==> src/rtl/mem_arb_pkg.sv <==
`default_nettype none
// ============================================================================
// Package     : mem_arb_pkg
// Description : Shared constants for the unified-memory port arbiter. It holds
//               the arbiter state encodings and the full-word byte-enable
//               pattern that is used for instruction fetches.
// Revision    : 1.0 - initial release
// ============================================================================
package mem_arb_pkg;

  // Arbiter FSM state encodings
  localparam logic [1:0] IDLE    = 2'd0;
  localparam logic [1:0] BUSY_IF = 2'd1;
  localparam logic [1:0] BUSY_DM = 2'd2;

  // Fetches always read the whole word
  localparam logic [3:0] MEM_BE_FULL = 4'hF;

endpackage
`default_nettype wire

==> src/rtl/wait_timer.sv <==
`default_nettype none
// ============================================================================
// Module      : wait_timer
// Description : A loadable 4-bit down-counter that times one memory access.
//               A load takes priority over the count. The counter stops at zero.
// Ports       : clk        - system clock, rising edge
//               reset      - asynchronous reset, active low
//               load       - loads load_value in place of the count
//               load_value - cycles in the access that is starting
//               value      - current count (0 = no access in flight)
//               last       - high in the final cycle of the access (value == 1)
// Revision    : 1.0 - initial release
// ============================================================================
module wait_timer (
  input  logic       clk,
  input  logic       reset,
  input  logic       load,
  input  logic [3:0] load_value,
  output logic [3:0] value,
  output logic       last
);

  logic [3:0] cnt_q;
  logic [3:0] cnt_d;

  always_comb begin
    cnt_d = cnt_q;
    if (load) begin
      cnt_d = load_value;
    end else if (cnt_q != 4'd0) begin
      cnt_d = cnt_q - 4'd1;
    end
  end

  always_ff @(posedge clk or negedge reset) begin
    if (!reset) begin
      cnt_q <= 4'd0;
    end else begin
      cnt_q <= cnt_d;
    end
  end

  assign value = cnt_q;
  assign last  = (cnt_q == 4'd1);

endmodule
`default_nettype wire

==> src/rtl/mem_port_arbiter.sv <==
`default_nettype none
// ============================================================================
// Module      : mem_port_arbiter
// Description : Shares one single-ported, fixed-latency memory between
//               instruction fetch (IF) and MEM-stage data access (DM). Each
//               access takes WAIT_CYCLES cycles. DM has priority. On completion,
//               the arbiter grants the other requester directly. Each requester
//               also receives a stall request.
// Ports       : clk, reset (async, active low)
//               if_req/if_addr/if_kill -> if_rdata/if_ready   fetch port
//               dm_req/dm_we/dm_addr/dm_wdata/dm_be
//                                      -> dm_rdata/dm_ready   data port
//               stall_if, stall_dm                            hazard-unit stalls
//               mem_en/mem_we/mem_addr/mem_wdata/mem_be, mem_rdata  memory side
// Revision    : 1.0 - initial release
// ============================================================================
module mem_port_arbiter
  import mem_arb_pkg::*;
#(
  parameter int ADDR_W      = 32,
  parameter int DATA_W      = 32,
  parameter int WAIT_CYCLES = 2
) (
  input  logic              clk,
  input  logic              reset,
  input  logic              if_req,
  input  logic [ADDR_W-1:0] if_addr,
  input  logic              if_kill,
  output logic [DATA_W-1:0] if_rdata,
  output logic              if_ready,
  input  logic              dm_req,
  input  logic              dm_we,
  input  logic [ADDR_W-1:0] dm_addr,
  input  logic [DATA_W-1:0] dm_wdata,
  input  logic [3:0]        dm_be,
  output logic [DATA_W-1:0] dm_rdata,
  output logic              dm_ready,
  output logic              stall_if,
  output logic              stall_dm,
  output logic              mem_en,
  output logic              mem_we,
  output logic [ADDR_W-1:0] mem_addr,
  output logic [DATA_W-1:0] mem_wdata,
  output logic [3:0]        mem_be,
  input  logic [DATA_W-1:0] mem_rdata
);

  localparam logic [3:0] WAIT_LOAD = 4'(WAIT_CYCLES);

  logic [1:0]        state_q, state_d;
  logic              kill_q, kill_d;
  logic              we_q, we_d;
  logic [ADDR_W-1:0] addr_q, addr_d;
  logic [DATA_W-1:0] wdata_q, wdata_d;
  logic [3:0]        be_q, be_d;
  logic              grant_if, grant_dm;
  logic              timer_last;
  logic [3:0]        timer_value;
  logic              fetch_killed;

  wait_timer u_wait_timer (
    .clk        (clk),
    .reset      (reset),
    .load       (grant_if | grant_dm),
    .load_value (WAIT_LOAD),
    .value      (timer_value),
    .last       (timer_last)
  );

  // A kill that arrives in the final cycle must suppress that same if_ready.
  assign fetch_killed = kill_q | if_kill;

  // ---------------- FSM: state register ----------------
  always_ff @(posedge clk or negedge reset) begin
    if (!reset) begin
      state_q <= IDLE;
    end else begin
      state_q <= state_d;
    end
  end

  // ---------------- FSM: next state ----------------
  always_comb begin
    state_d  = state_q;
    grant_if = 1'b0;
    grant_dm = 1'b0;
    case (state_q)
      IDLE: begin
        if (dm_req) begin
          state_d  = BUSY_DM;
          grant_dm = 1'b1;
        end else if (if_req) begin
          state_d  = BUSY_IF;
          grant_if = 1'b1;
        end
      end
      BUSY_IF: begin
        if (timer_last) begin
          // A killed fetch goes back through IDLE. This gives the re-issued
          // fetch a clean start.
          if (!fetch_killed && dm_req) begin
            state_d  = BUSY_DM;
            grant_dm = 1'b1;
          end else begin
            state_d = IDLE;
          end
        end
      end
      BUSY_DM: begin
        if (timer_last) begin
          if (if_req) begin
            state_d  = BUSY_IF;
            grant_if = 1'b1;
          end else begin
            state_d = IDLE;
          end
        end
      end
      default: state_d = IDLE;
    endcase
  end

  // ---------------- FSM: outputs ----------------
  always_comb begin
    // The timer is nonzero exactly while an access is in flight.
    mem_en   = (state_q != IDLE) && (timer_value != 4'd0);
    mem_we   = (state_q == BUSY_DM) && we_q;
    if_ready = (state_q == BUSY_IF) && timer_last && !fetch_killed;
    dm_ready = (state_q == BUSY_DM) && timer_last;
    if_rdata = if_ready ? mem_rdata : '0;
    dm_rdata = dm_ready ? mem_rdata : '0;
    stall_if = if_req & ~if_ready;
    stall_dm = dm_req & ~dm_ready;
  end

  // ---------------- access capture and kill flag ----------------
  always_comb begin
    addr_d  = addr_q;
    wdata_d = wdata_q;
    be_d    = be_q;
    we_d    = we_q;
    kill_d  = 1'b0;
    if (state_q == BUSY_IF) begin
      kill_d = fetch_killed & ~timer_last;
    end
    if (grant_dm) begin
      addr_d  = dm_addr;
      wdata_d = dm_wdata;
      be_d    = dm_be;
      we_d    = dm_we;
    end else if (grant_if) begin
      addr_d = if_addr;
      be_d   = MEM_BE_FULL;
      we_d   = 1'b0;
    end
  end

  always_ff @(posedge clk or negedge reset) begin
    if (!reset) begin
      kill_q  <= 1'b0;
      we_q    <= 1'b0;
      addr_q  <= '0;
      wdata_q <= '0;
      be_q    <= 4'd0;
    end else begin
      kill_q  <= kill_d;
      we_q    <= we_d;
      addr_q  <= addr_d;
      wdata_q <= wdata_d;
      be_q    <= be_d;
    end
  end

  assign mem_addr  = addr_q;
  assign mem_wdata = wdata_q;
  assign mem_be    = be_q;

endmodule
`default_nettype wire

==> config.mk <==
export PLATFORM = sky130hd
export DESIGN_NAME = mem_port_arbiter
export DESIGN_NICKNAME = d
export VERILOG_FILES = /design/src/rtl/mem_arb_pkg.sv /design/src/rtl/wait_timer.sv /design/src/rtl/mem_port_arbiter.sv
export SDC_FILE = /design/constraint.sdc
export NUM_CORES = 1
export LEC_CHECK = 0
export BUFFER_PORTS_ARGS = -buffer_cell sky130_fd_sc_hd__buf_4
export CORE_UTILIZATION = 33
export CTS_BUF_LIST = sky130_fd_sc_hd__clkbuf_4 sky130_fd_sc_hd__clkbuf_8
export DETAILED_ROUTE_END_ITERATION = 7
export MAX_ROUTING_LAYER = met4
export PLACE_DENSITY = 0.66
export SYNTH_ARGS = -nofsm -noshare
export SYNTH_HDL_FRONTEND = slang
export SYNTH_SLANG_ARGS = --single-unit
==> constraint.sdc <==
create_clock -name clk -period 6.46 [get_ports clk]
set_input_delay 1.938 -clock clk [delete_from_list [all_inputs] [get_ports clk]]
set_output_delay 1.938 -clock clk [all_outputs]
set_load 0.005 [all_outputs]
==> qor.yml <==
synthesis:
  synth_common_cells: "dfrtp_1, and2_1, mux2_4, mux2_2, buf_6"
  yosysTopAreaCellShare_pct: 46.6
  syn-cell-area_um2: 4080
  yosysMostFrequentCell: "dfrtp_1"
  synth_top_cell_by_area: "dfrtp_1"
  ys_types: 31
  synth_warnings: 0
  synth_edf_count: 0
  synth-seq-cells: 76
  synthArstFlopShare_pct: 100
  synth_area_leaders: "dfrtp_1, mux2_4, mux2_2, and2_1, buf_6"
  syn_avg_cell_area_um2: 13.6
  ys_seq_area_share_pct: 46.6
  syn_inst: 300
  syn_nets: 440
  synth_flop_cell: "dfrtp_1"
worst_setup_path:
  cp.arrival_ps: 3310
  path_class: "primary input to primary output"
  startpoint: "if_kill"
  cp-endpoint: "if_rdata[29]"
  r2r_start: "u_wait_timer.value[0]"
  reg2regPathDepth: 6
  cp-end-kind: "primary output"
  critPathLaunchType: "primary input"
  cp_max_fo: 34
  crit_required_ps: 4520
  rrSetupSlack_ps: 3930
  r2r_end: "mem_addr[2]"
finish:
  seqCellArea_um2: 1900
  multi_input_area_um2: 2030
  nets: 710
  drive_gt1_share_pct: 68.5
  fillers: 1053
  antenna_cells: 0
  final_area_um2: 6450
  area_growth_pct: 58.1
global_routing:
  track_usage_pct: 16.7
  grt_pass1_wl_um: 16000
  grt_pass1_vias: 3175
  grt_max_degree: 77
  grt_antenna_before_repair: 0
  grt-ovfl-total: 0
clock_network:
  postCtsResizedCells: 0
  cts_setup_buffers: 0
  cts_buffer_depth: 2
  cts_buffers: 9
  clk_pin_slew_ps: 80
  cts_root_buf: "clkbuf_8"
  clock-sinks: 76
  hold_buffers: 0
  htree_levels: 3
  cts_tree: "built"
  clock_latency_ps: 350
timing:
  clock_skew_ps: 8.27
  final_hold_viol_count: 0
  fmax_ghz: 0.191
  tightestPinTransition_ps: 1000
  finalCritPeriodShare_pct: 81.2
  drv_slew: 0
  slew-limit-headroom_pct: 33.3
  setup_viol: 0
  finalSetupTns_ps: 0
  post-route-min-period_ps: 5240
  rsz0062_at_grt: "false"
floorplan:
  die_h_um: 113
  die_area_um2: 12800
  initial_core_util_pct: 34.0
  dieWidth_um: 113
  io_pins: 276
  std_cell_rows: 40
  core_um2: 12000
place:
  placed_area_um2: 6210
  place_congestion: 0.741
  numPortBuffers: 275
  place_hpwl_um: 8300
routing:
  initialDrtViolationCount: 117
  via_per_inst: 4.53
  wl_per_cell_um: 14.8
  vias: 3272
  drc: 0
  wl_um: 10700
  drtAntennaViolNets: 0
  first_pass_iters: 4
run_status:
  outcome: "complete, no violations"
pwr:
  power_uw: 2560
  p_leak_uw: 0.00339
  power.density_nw_per_um2: 397
  ir_worst_vdd_mv: 0.208
flow_run:
  drv_cap: 0
worst_hold_path:
  hold_class: "register to register"
sequential cells by signal (all words and copies together) (netlist names):
name,count
mem_addr,32
mem_wdata,32
u_wait_timer.value,4
state_q,2
kill_q,1
we_q,1
mem_be,4
cell usage in the layout (no fill, tap or decap), drive strengths merged, types with 3 or more instances in the layout:
| master | count |
|---|---|
| nor2 | 7 |
| a21oi | 3 |
| bufinv | 3 |
| nand2b | 3 |
| o21ai | 3 |
| nor3b | 3 |
| and2 | 64 |
| o22a | 4 |
| buf | 277 |
| inv | 7 |
| mux2 | 97 |
| dfrtp | 76 |
| clkbuf | 9 |
per-layer routing:
metal  wire [um]  track usage, %
met1        3830            17.0
met2        6080            31.6
met3         655            3.43
met4         128            5.53
met5           0               -
power breakdown:
group          leakage, uW  switching (uW)  internal (uW)  total, uW
clock             0.000124             184            259        444
sequential        0.000893             147            715        862
combinational      0.00237             440            815       1250
worst max-delay path: stages:
cell     delay (ps)
buf_4           120
nor2_1          130
and4b_1         760
and2_1          240
buf_4           110
worst min-delay path by stage:
stage / slack (ps) / start / cells past startpoint / endpoint
2_1_floorplan: 470 / we_q / 2 / we_q
3_3_place_gp: 470 / mem_be[1] / 1 / mem_be[1]
3_5_place_dp: 480 / mem_be[3] / 1 / mem_be[3]
4_1_cts: 500 / mem_be[3] / 1 / mem_be[3]
5_1_grt: 520 / mem_wdata[17] / 1 / mem_wdata[17]
6_report: 500 / mem_be[3] / 1 / mem_be[3]
logic make-up (layout without fill, tap and decap cells):
family,count (synthesis),count (layout),share of synthesized area (%)
mux,97,97,32.1
simple gates,88,88,13.9
flops,76,76,46.6
buf+inv,23,298,3.98
compound gates,13,13,2.57
fa+ha+maj,2,2,0.613
xor+xnor,1,1,0.215
metrics by stage:
step           hold slack (ps)  instances  utilization [%]  setup slack (ps)
2_1_floorplan              473        300                -              1790
3_3_place_gp               474        706             51.7              1310
3_5_place_dp               483        706             51.7              1190
4_1_cts                    503        722             53.7              1200
5_1_grt                    519        722             53.7              1070
6_report                   497        722             53.7              1220
layout make-up:
| class | instances | area share [%] |
|---|---|---|
| clock buffers | 9 | 1.92 |
| clock inverters | 7 | 1.88 |
| inverters | 5 | 0.291 |
| multi-input cells | 201 | 31.4 |
| flip-flops and latches | 76 | 29.5 |
| well taps | 147 | 2.85 |
| repair buffers | 277 | 32.2 |
Note: power is estimated with default switching activity, not from simulation.
